`src/rtl/pipe_pkg.sv`:
```
// Shared pipeline definitions: forwarding-select codes and the ID/EX control bundle layout.
package pipe_pkg;

  localparam int unsigned CTRL_W = 10;

  localparam logic [1:0] FWD_RF  = 2'b00;
  localparam logic [1:0] FWD_WB  = 2'b01;
  localparam logic [1:0] FWD_MEM = 2'b10;

  typedef struct packed {
    logic       reg_write;
    logic       mem_read;
    logic       mem_write;
    logic       mem_to_reg;
    logic       alu_src;
    logic       reg_dst;
    logic [3:0] alu_op;
  } ctrl_t;

endpackage

```
`src/rtl/fwd_sel_calc.sv`:
```
// Forwarding select for one EX operand, resolved one cycle early from the producers that will
// occupy EX/MEM and MEM/WB when the consumer reaches EX.
module fwd_sel_calc
  import pipe_pkg::*;
#(
  parameter int unsigned RF_ADDR_W = 5
) (
  input  logic [RF_ADDR_W-1:0] i_src,
  input  logic [RF_ADDR_W-1:0] i_ex_dest,
  input  logic                 i_ex_reg_write,
  input  logic [RF_ADDR_W-1:0] i_mem_dest,
  input  logic                 i_mem_reg_write,
  output logic [1:0]           o_sel
);

  logic w_ex_hit;
  logic w_mem_hit;

  assign w_ex_hit  = i_ex_reg_write && (i_ex_dest != '0) && (i_ex_dest == i_src);
  assign w_mem_hit = i_mem_reg_write && (i_mem_dest != '0) && (i_mem_dest == i_src);

  // The younger producer holds the most recent value, so it takes priority.
  always_comb begin
    o_sel = FWD_RF;
    if (w_ex_hit) begin
      o_sel = FWD_MEM;
    end else if (w_mem_hit) begin
      o_sel = FWD_WB;
    end
  end

endmodule

```
`src/rtl/id_ex_forward_reg.sv`:
```
// ID/EX pipeline register with registered forwarding selects, load-use stall detection and a
// saturating stall counter.
module id_ex_forward_reg
  import pipe_pkg::*;
#(
  parameter int unsigned RF_ADDR_W = 5,
  parameter int unsigned DATA_W    = 32,
  parameter int unsigned CNT_W     = 16
) (
  input  logic                 Clk,
  input  logic                 Rst,
  input  logic [RF_ADDR_W-1:0] ID_Rs,
  input  logic [RF_ADDR_W-1:0] ID_Rt,
  input  logic [RF_ADDR_W-1:0] ID_Rd,
  input  logic [DATA_W-1:0]    ID_ReadA,
  input  logic [DATA_W-1:0]    ID_ReadB,
  input  logic [DATA_W-1:0]    ID_Imm,
  input  logic [CTRL_W-1:0]    ID_Ctrl,
  input  logic [RF_ADDR_W-1:0] ExMem_Dest,
  input  logic                 ExMem_RegWrite,
  input  logic                 Flush,
  output logic [DATA_W-1:0]    EX_ReadA,
  output logic [DATA_W-1:0]    EX_ReadB,
  output logic [DATA_W-1:0]    EX_Imm,
  output logic [CTRL_W-1:0]    EX_Ctrl,
  output logic [RF_ADDR_W-1:0] EX_Dest,
  output logic [RF_ADDR_W-1:0] EX_Rt,
  output logic [1:0]           ForwardA,
  output logic [1:0]           ForwardB,
  output logic                 Stall,
  output logic [CNT_W-1:0]     StallCount
);

  logic [DATA_W-1:0]    r_read_a;
  logic [DATA_W-1:0]    r_read_b;
  logic [DATA_W-1:0]    r_imm;
  ctrl_t                r_ctrl;
  logic [RF_ADDR_W-1:0] r_dest;
  logic [RF_ADDR_W-1:0] r_rt;
  logic [1:0]           r_fwd_a;
  logic [1:0]           r_fwd_b;
  logic [CNT_W-1:0]     r_stall_count;

  ctrl_t                w_id_ctrl;
  logic [RF_ADDR_W-1:0] w_id_dest;
  logic [1:0]           w_fwd_a;
  logic [1:0]           w_fwd_b;
  logic                 w_hz;
  logic                 w_bubble;

  assign w_id_ctrl = ID_Ctrl;
  assign w_id_dest = w_id_ctrl.reg_dst ? ID_Rd : ID_Rt;

  assign w_hz = r_ctrl.mem_read && (r_dest != '0) && ((r_dest == ID_Rs) || (r_dest == ID_Rt));
  // A taken branch kills the consumer, so there is nothing to stall for.
  assign Stall    = w_hz && !Flush;
  assign w_bubble = Flush || Stall;

  fwd_sel_calc #(
    .RF_ADDR_W(RF_ADDR_W)
  ) u_fwd_a (
    .i_src          (ID_Rs),
    .i_ex_dest      (r_dest),
    .i_ex_reg_write (r_ctrl.reg_write),
    .i_mem_dest     (ExMem_Dest),
    .i_mem_reg_write(ExMem_RegWrite),
    .o_sel          (w_fwd_a)
  );

  fwd_sel_calc #(
    .RF_ADDR_W(RF_ADDR_W)
  ) u_fwd_b (
    .i_src          (ID_Rt),
    .i_ex_dest      (r_dest),
    .i_ex_reg_write (r_ctrl.reg_write),
    .i_mem_dest     (ExMem_Dest),
    .i_mem_reg_write(ExMem_RegWrite),
    .o_sel          (w_fwd_b)
  );

  always_ff @(posedge Clk or posedge Rst) begin
    if (Rst) begin
      r_read_a      <= '0;
      r_read_b      <= '0;
      r_imm         <= '0;
      r_ctrl        <= '0;
      r_dest        <= '0;
      r_rt          <= '0;
      r_fwd_a       <= FWD_RF;
      r_fwd_b       <= FWD_RF;
      r_stall_count <= '0;
    end else begin
      r_read_a <= ID_ReadA;
      r_read_b <= ID_ReadB;
      r_imm    <= ID_Imm;
      r_rt     <= ID_Rt;
      if (w_bubble) begin
        r_ctrl  <= '0;
        r_dest  <= '0;
        r_fwd_a <= FWD_RF;
        r_fwd_b <= FWD_RF;
      end else begin
        r_ctrl  <= w_id_ctrl;
        r_dest  <= w_id_dest;
        r_fwd_a <= w_fwd_a;
        r_fwd_b <= w_fwd_b;
      end
      if (Stall && (r_stall_count != '1)) begin
        r_stall_count <= r_stall_count + CNT_W'(1);
      end
    end
  end

  assign EX_ReadA   = r_read_a;
  assign EX_ReadB   = r_read_b;
  assign EX_Imm     = r_imm;
  assign EX_Ctrl    = r_ctrl;
  assign EX_Dest    = r_dest;
  assign EX_Rt      = r_rt;
  assign ForwardA   = r_fwd_a;
  assign ForwardB   = r_fwd_b;
  assign StallCount = r_stall_count;

endmodule
```
`config.mk`:
```
export PLATFORM = sky130hd
export DESIGN_NAME = id_ex_forward_reg
export DESIGN_NICKNAME = d
export VERILOG_FILES = /design/src/rtl/pipe_pkg.sv /design/src/rtl/fwd_sel_calc.sv /design/src/rtl/id_ex_forward_reg.sv
export SDC_FILE = /design/constraint.sdc
export NUM_CORES = 1
export LEC_CHECK = 0
export CAP_MARGIN = 20
export CORE_MARGIN = 5
export CORE_UTILIZATION = 35
export DETAILED_ROUTE_END_ITERATION = 10
export PLACE_DENSITY = 0.76
export SETUP_SLACK_MARGIN = 0.05
export SLEW_MARGIN = 10
export SYNTH_ARGS = -nofsm -noshare
export SYNTH_HDL_FRONTEND = slang
export SYNTH_HIERARCHICAL = 1
export SYNTH_SLANG_ARGS = --single-unit
```
`constraint.sdc`:
```
create_clock -name Clk -period 6.5 [get_ports Clk]
set_input_delay 1.3 -clock Clk [delete_from_list [all_inputs] [get_ports Clk]]
set_output_delay 1.3 -clock Clk [all_outputs]
set_load 0.01 [all_outputs]
```
# == After elaboration in Yosys (flattened, before gate mapping) ==
# Cells that the tools add are included.
# totals
regBits,136
in_bits,130
output_inout_bits,137
wordCells,45
# op_classes
add_sub_neg,1
eq_ne,5
muxes,9
reduce_logical,15
# ops
operator,n
$eq 5x5->1,4
$add 16x1->16 const B,1
$ne 16x16->1 const B,1
$logic_and 1x1->1,10
$mux 10,1
$mux 5,2
$reduce_bool 5->1,2
$mux 2,4
$logic_or 1x1->1,2
$mux 1,2
$logic_not 1->1,1

# == Logic depth before layout (Yosys ltp) ==
# Gate-level depths: netlist (run 1).
# logic_depth
depth_word,6
depth_mapped,7
mapped_depth_nobuf,7

# == Cells and area by module ==
# Netlist (run 1), hierarchy kept.
# modules_own_cells
module,n_inst,cells_per_inst,area_each_um2,seq_area_each_um2
id_ex_forward_reg,1,237,4115.2,3403.3
fwd_sel_calc,2,21,158.9,0.0

# == Worst setup path after synthesis (run 1) ==
# No wires, ideal clock.
# synth_timing
path_type,input -> output
startpoint,input port ID_Rs[2]
endpoint,output port Stall
arrival_time_ns,2.118
t_required_ns,5.200
slack_ns,3.082
path_stages,4
n_path_buf,0
path_cell_list,xor2_1 -> nor3_2 -> a22oi_2 -> nor3_1
# synth_between
elab_chain_len,4
# synth_lines
item,line_no,source
start: declaration,id_ex_forward_reg.sv:12,"input logic [RF_ADDR_W-1:0] ID_Rs,"
$eq 5x5->1,id_ex_forward_reg.sv:54,assign w_hz = r_ctrl.mem_read && (r_dest != '0) && ((r_dest == ID_Rs) || (r_dest == ID_Rt));
$logic_or 1x1->1,id_ex_forward_reg.sv:54,
$logic_and 1x1->1,id_ex_forward_reg.sv:54,
$logic_and 1x1->1,id_ex_forward_reg.sv:56,assign Stall = w_hz && !Flush;
end: declaration,id_ex_forward_reg.sv:30,"output logic Stall,"
# No other way between the ends.

# == Final worst setup path (run 1) ==
# layout_timing
startpoint,input port ID_Rt[1]
endpoint,output port Stall
# layout_between
elab_chain_len,4
# layout_lines
item,line_no,source
start: declaration,id_ex_forward_reg.sv:13,"input logic [RF_ADDR_W-1:0] ID_Rt,"
$eq 5x5->1,id_ex_forward_reg.sv:54,
$logic_or 1x1->1,id_ex_forward_reg.sv:54,
$logic_and 1x1->1,id_ex_forward_reg.sv:54,
$logic_and 1x1->1,id_ex_forward_reg.sv:56,
# No other way between the ends.

==> results of run 1 <==
[metal layers]
layer | track usage, % | up-vias | wire length, um
li1 | - | 1479 | -
met1 | 19.17 | 1560 | 4697
met2 | 31.71 | 167 | 7224
met3 | 6.083 | 24 | 1192
met4 | 7.138 | 0 | 299
met5 | 0 | - | 0
[final timing paths]
path / from / endpoint / slack (ps) / cells after the start
hold reg to reg: StallCount[5] / StallCount[5] / 500 / 1
max in group asynchronous: Rst / EX_ReadA[6] / 3920 / 3
min in group asynchronous: Rst / EX_ReadA[29] / 1390 / 2
setup reg to reg: EX_Dest[2] / StallCount[1] / 4180 / 5
hold / removal: StallCount[5] / StallCount[5] / 500 / 1
setup / recovery: ID_Rt[1] / Stall / 1920 / 6
[cell usage after synthesis]
cell type,instances
a2111oi_4,1
a211oi_2,2
a21oi_1,2
a22oi_2,1
and2_1,14
and3_1,2
buf_1,1
buf_4,3
buf_6,1
dfrtp_1,136
ha_1,1
inv_1,2
mux2_2,1
mux2i_1,5
nand2_1,11
nand3_1,11
nand3b_1,2
nand4_1,6
nor2_1,15
nor2_2,1
nor3_1,6
nor3_2,4
nor3b_1,1
nor4_1,2
nor4_2,1
o21ai_2,1
o41ai_2,2
or2_1,1
or4_1,2
xnor2_1,23
xor2_1,18
[cell usage in the layout (no fill, tap or decap), drive strengths merged, types with 5 or more instances in the layout]
cell type        n
clkdlybuf4s50  266
dfrtp          136
xnor2           23
clkbuf          19
xor2            18
nor2            16
and2            14
nand3           11
nand2           11
nor3            10
nand4            6
mux2i            5
[final cells by class]
cell class	instances	share of cell area [%]
Inverter	2	0.1585
Sequential cell	136	43.11
Tap cell	172	2.726
Clock inverter	12	2.219
Clock buffer	19	5.484
Multi-Input combinational cell	136	12.47
Timing Repair Buffer	267	33.82
[kinds of logic (layout without fill, tap and decap cells)]
logic type	after synthesis	count (layout)
buffers and inverters	7	300
DFF	136	136
and+or+nand+nor	79	79
AOI/OAI and AO/OA	9	9
muxes	6	6
adders and majority gates	1	1
xor gates and xnor gates	41	41
[flip-flops by register name, summed over array words and instances (netlist names)]
name	cells
ForwardA	2
EX_Imm	32
ForwardB	2
EX_Rt	5
EX_ReadB	32
EX_ReadA	32
StallCount	16
EX_Ctrl	10
EX_Dest	5
[per-stage QoR]
| stage | area [sq um] | worst slack (ps) |
|---|---|---|
| CTS | 7894 | 1912 |
| floorplan | 4433 | 1561 |
| global placement | 7286 | 1969 |
| detailed placement | 7286 | 1929 |
| global route | 7894 | 1780 |
| finish | 7894 | 1916 |
[power by group through the flow]
stage	logic [mW]	clock network, mW	registers (mW)
finish	0.254	0.981	0.911
global route	0.272	1.04	0.916
floorplan	0.0488	0	0.946
detailed placement	0.257	0	0.927
CTS	0.259	1.00	0.912
global placement	0.252	0	0.925
[critical path: cells and delay by family]
family | cells | cell delay (ps)
buf+inv | 2 | 1150
simple gates | 2 | 490
xor+xnor | 1 | 210
compound gates | 1 | 140
==> impl_metrics.py, run 1 <==
metrics = {
    "pwr": {
        "ir_drop_uv": 144.7,
        "p_sw_mw": 0.4616,
        "cellPowerDensity_mw_per_mm2": 271.9,
        "swShare_pct": 21.50,
        "p_seq_share_pct": 42.5,
        "fin_total_pwr_mw": 2.147,
        "leakage_nw": 3.288,
        "combPwrFrac_pct": 11.8,
        "intPower_mw": 1.685,
        "pwr-share-clk_pct": 45.7,
    },
    "clock_network": {
        "cts_buffers": 17,
        "clock_path_buffers": 2,
        "cts_hold_buf": 0,
        "cts_tree": "done",
        "clock_tree.root_cell": "clkbuf_16",
        "clk_latency_ps": 400,
        "post_cts_buffers": 0,
        "clkSinkCount": 136,
        "path_clk_slew_ps": 60,
        "cts.htree.levels": 4,
        "cts_resized": 0,
    },
    "die": {
        "io_pins": 267,
        "start_util_pct": 35.42,
        "die_width_um": 122.5,
        "placementRows": 41,
        "core_sq_mm": 0.01252,
        "die_h_um": 122.5,
        "dieArea_sq_mm": 0.01502,
    },
    "place": {
        "post-place-cells": 713,
        "hpwlAfterDp_mm": 10.60,
        "io_buffer_count": 266,
        "gp_congestion": 0.8234,
    },
    "layout": {
        "multi_input_area_sq_um": 984.7,
        "drive_gt1_share_pct": 7.867,
        "diodes": 0,
        "syn2layout_area_growth_pct": 78.07,
        "fillCellCount": 1006,
        "fin_nets": 691,
        "final_util_pct": 63.06,
        "register_area_sq_mm": 0.003403,
        "stdcell_count": 744,
    },
    "synth": {
        "ys_seq_elements": 136,
        "muxShareOfSynthArea_pct": 1.383,
        "synth_adder_area_share_pct": 0.2822,
        "synth_xor_area_share_pct": 8.100,
        "syn_avg_cell_area_sq_um": 15.89,
        "netlist_top_cells_area": "dfrtp_1 (77%), xnor2_1 (4.5%), xor2_1 (3.6%), and2_1 (2.0%), nor2_1 (1.3%)",
        "ys_seq_area_share_pct": 76.77,
        "synth_top_area_share_pct": 76.77,
        "synth_top_family_by_area": "simple AND/OR/NAND/NOR gates",
        "syn_inst": 279,
        "synth_area_sq_mm": 0.004433,
        "synth_compound_area_share_pct": 2.625,
        "synth.distinct_cells": 31,
        "synth_simple_gate_area_share_pct": 9.822,
        "yosysWarnings": 6,
        "synth_nets": 410,
        "yosys.area.top_type": "dfrtp_1",
    },
    "global_routing": {
        "gr-total-overflow": 0,
        "grt_antenna_before_repair": 0,
        "grt_pass1_wl_mm": 19.54,
        "grt_max_degree": 85,
        "track_usage_pct": 17.72,
        "grt_pass1_vias": 3491,
    },
    "status": {
        "status": "finished clean",
    },
    "timing": {
        "hold_violations": 0,
        "finClkSkew_ps": 7.216,
        "slew_headroom_pct": 52.38,
        "slew_viol_final": 0,
        "rsz0062_at_grt": "false",
        "period_minus_slack_ps": 4584,
        "fmax_ghz": 0.2181,
        "min_period_over_period_pct": 70.53,
        "hold_slack_ps": 495.4,
        "setup_tns_ps": 0,
        "setup_viol_count_final": 0,
        "worst_pin_slew_ps": 714.3,
    },
    "detailed_routing": {
        "num_vias": 3230,
        "wl_mm": 13.41,
        "drtAntennaViolNets": 0,
        "avgViaCountPerCell": 4.341,
        "drt_iter0_markers": 80,
        "wl_per_cell_um": 18.03,
        "drc": 0,
        "dr.pass1.iters": 4,
    },
    "critical_path": {
        "critPathSlowestCell": "clkdlybuf4s50_1",
        "cp.arrival_ps": 3280,
        "end_kind": "output pin",
        "critPathRequiredTime_ps": 5200,
        "path_cells": "clkdlybuf4s50_1, xor2_1, nor3_2, a22oi_2, nor3_1, clkdlybuf4s50_1",
        "crit_fanout": 6,
        "start_kind": "input pin",
        "crit_path_max_incr_delay_ps": 600,
        "path_common_cell": "clkdlybuf4s50_1",
        "criticalPathCategory": "input pin to output pin",
    },
    "run": {
        "cap_violations": 0,
    },
    "min_path": {
        "hp-class": "flop to flop",
    },
}
(Power assumes the default switching activity.)
==> inputs of run 2 (changes only) <==
clock period = 4.25 ns   (was 6.5 ns; I/O delays follow)
==> run 2 against run 1 <==
Against the previous run:
- critical path depth stayed put
- final cell count is 0.27% higher
- clock skew is 0.89 ps higher
- power is 50% higher
- design area hardly changed
- combinational power is 54% higher
- global-route usage hardly changed
- sequential share of layout area hardly changed
- critical path type unchanged
==> impl_metrics.py, run 2 (synthesized netlist as in run 1, its figures left out) <==
metrics = {
    "timing": {
        "slew_headroom_pct": 37.49,
        "fmax_ghz": 0.2720,
        "rsz0062_at_grt": "false",
        "worst_pin_slew_ps": 935.7,
        "setup_slack_ps": 574.0,
        "setup_viol_count_final": 0,
        "min_period_over_period_pct": 86.49,
        "slew_viol_final": 0,
        "setup_tns_ps": 0,
        "finClkSkew_ps": 8.110,
        "hold_violations": 0,
        "period_minus_slack_ps": 3676,
        "hold_slack_ps": 501.2,
    },
    "layout": {
        "diodes": 0,
        "layout_commonest_cell": "clkdlybuf4s50_1",
        "stdcell_count": 746,
        "final_util_pct": 63.11,
        "layout_common_cells": "clkdlybuf4s50_1 (266), dfrtp_1 (136), xnor2_1 (23)",
        "syn2layout_area_growth_pct": 78.21,
        "drive_gt1_share_pct": 8.537,
        "fin_nets": 693,
        "fillCellCount": 939,
        "final_cell_area_sq_mm": 0.007900,
    },
    "detailed_routing": {
        "drc": 0,
        "drt_iter0_markers": 137,
        "num_vias": 3200,
        "avgViaCountPerCell": 4.290,
        "drtAntennaViolNets": 0,
        "wl_per_cell_um": 17.79,
        "wl_mm": 13.27,
        "dr.pass1.iters": 4,
    },
    "die": {
        "start_util_pct": 35.42,
        "die_width_um": 122.5,
        "die_h_um": 122.5,
        "dieArea_sq_mm": 0.01502,
        "core_sq_mm": 0.01252,
        "placementRows": 41,
        "io_pins": 267,
    },
    "pwr": {
        "intPower_mw": 2.509,
        "fin_total_pwr_mw": 3.222,
        "pwr-share-clk_pct": 44.6,
        "swShare_pct": 22.15,
        "p_seq_share_pct": 43.3,
        "combPwrFrac_pct": 12.1,
        "p_sw_mw": 0.7137,
        "leakage_nw": 3.297,
        "ir_drop_uv": 192.6,
        "cellPowerDensity_mw_per_mm2": 407.9,
    },
    "min_path": {
        "whs_path_depth": 1,
        "hp-class": "flop to flop",
    },
    "critical_path": {
        "critPathRequiredTime_ps": 3400,
        "start_kind": "input pin",
        "r2r_cells": 5,
        "cp.depth": 6,
        "path_common_cell": "clkdlybuf4s50_1",
        "criticalPathCategory": "input pin to output pin",
        "crit_fanout": 6,
        "crit_path_max_incr_delay_ps": 590,
        "critPathSlowestCell": "clkdlybuf4s50_1",
        "cp.arrival_ps": 2830,
        "path_cells": "clkdlybuf4s50_1, xor2_1, nor3_2, a22oi_2, nor3_1, clkdlybuf4s50_1",
        "critPathBufInv": 2,
        "end_kind": "output pin",
        "crit_family": "buffers and inverters",
    },
    "clock_network": {
        "post_cts_buffers": 0,
        "cts.htree.levels": 4,
        "clock_path_buffers": 2,
        "cts_hold_buf": 0,
        "clkSinkCount": 136,
        "cts_resized": 0,
        "cts_buffers": 17,
        "clk_latency_ps": 410,
        "clock_tree.root_cell": "clkbuf_16",
        "path_clk_slew_ps": 50,
        "cts_tree": "done",
    },
    "global_routing": {
        "grt_antenna_before_repair": 0,
        "track_usage_pct": 17.68,
        "grt_pass1_vias": 3429,
        "gr-total-overflow": 0,
        "grt_pass1_wl_mm": 19.43,
        "grt_max_degree": 49,
    },
    "place": {
        "place_area_sq_mm": 0.007312,
        "pre_cts_ws_ps": 579.2,
        "hpwlAfterDp_mm": 10.44,
        "io_buffer_count": 266,
        "gp_congestion": 0.8369,
        "post-place-cells": 715,
    },
    "status": {
        "status": "finished clean",
    },
    "run": {
        "cap_violations": 0,
    },
}
==> run 2: routing by layer <==
layer  part of all wire (%)  GRT usage (%)
met1                     35          18.89
met2                     54          31.33
met3                    9.0          6.267
met4                    2.4          7.978
met5                      0              0
==> run 2: final cells by class <==
| cell class | count | area, sq um | share of cell area (%) |
|---|---|---|---|
| Clock buffer | 20 | 466.7 | 5.908 |
| Clock inverter | 11 | 121.4 | 1.536 |
| Inverter | 2 | 11.26 | 0.1425 |
| Multi-Input combinational cell | 136 | 984.7 | 12.46 |
| Sequential cell | 136 | 3403 | 43.08 |
| Tap cell | 172 | 215.2 | 2.724 |
| Timing Repair Buffer | 269 | 2698 | 34.15 |
==> run 2: power by group through the flow <==
| stage | clock, mW | sequential (mW) | combinational (mW) |
|---|---|---|---|
| 3_5_place_dp | 0 | 1.42 | 0.395 |
| 6_report | 1.44 | 1.39 | 0.391 |
| 3_3_place_gp | 0 | 1.42 | 0.389 |
| 2_1_floorplan | 0 | 1.45 | 0.0750 |
| 4_1_cts | 1.47 | 1.39 | 0.398 |
| 5_1_grt | 1.52 | 1.40 | 0.420 |
==> run 2: path summary, 6_finish.rpt <==
path,start,endpoint,slack (ps)
hold / removal,StallCount[5],StallCount[5],500
min in group asynchronous,Rst,EX_ReadA[12],990
setup / recovery,ID_Rt[1],Stall,570
max in group asynchronous,Rst,EX_Imm[5],2440
hold reg to reg,StallCount[5],StallCount[5],500
setup reg to reg,EX_Dest[2],StallCount[1],1920
==> run 2: worst register-to-register path, cell delays in order (launching register included) <==
cell       delay (ps)
dfrtp_1           520
xor2_1            230
nor3_2            210
a22oi_2           160
a2111oi_4         680
mux2_2            410
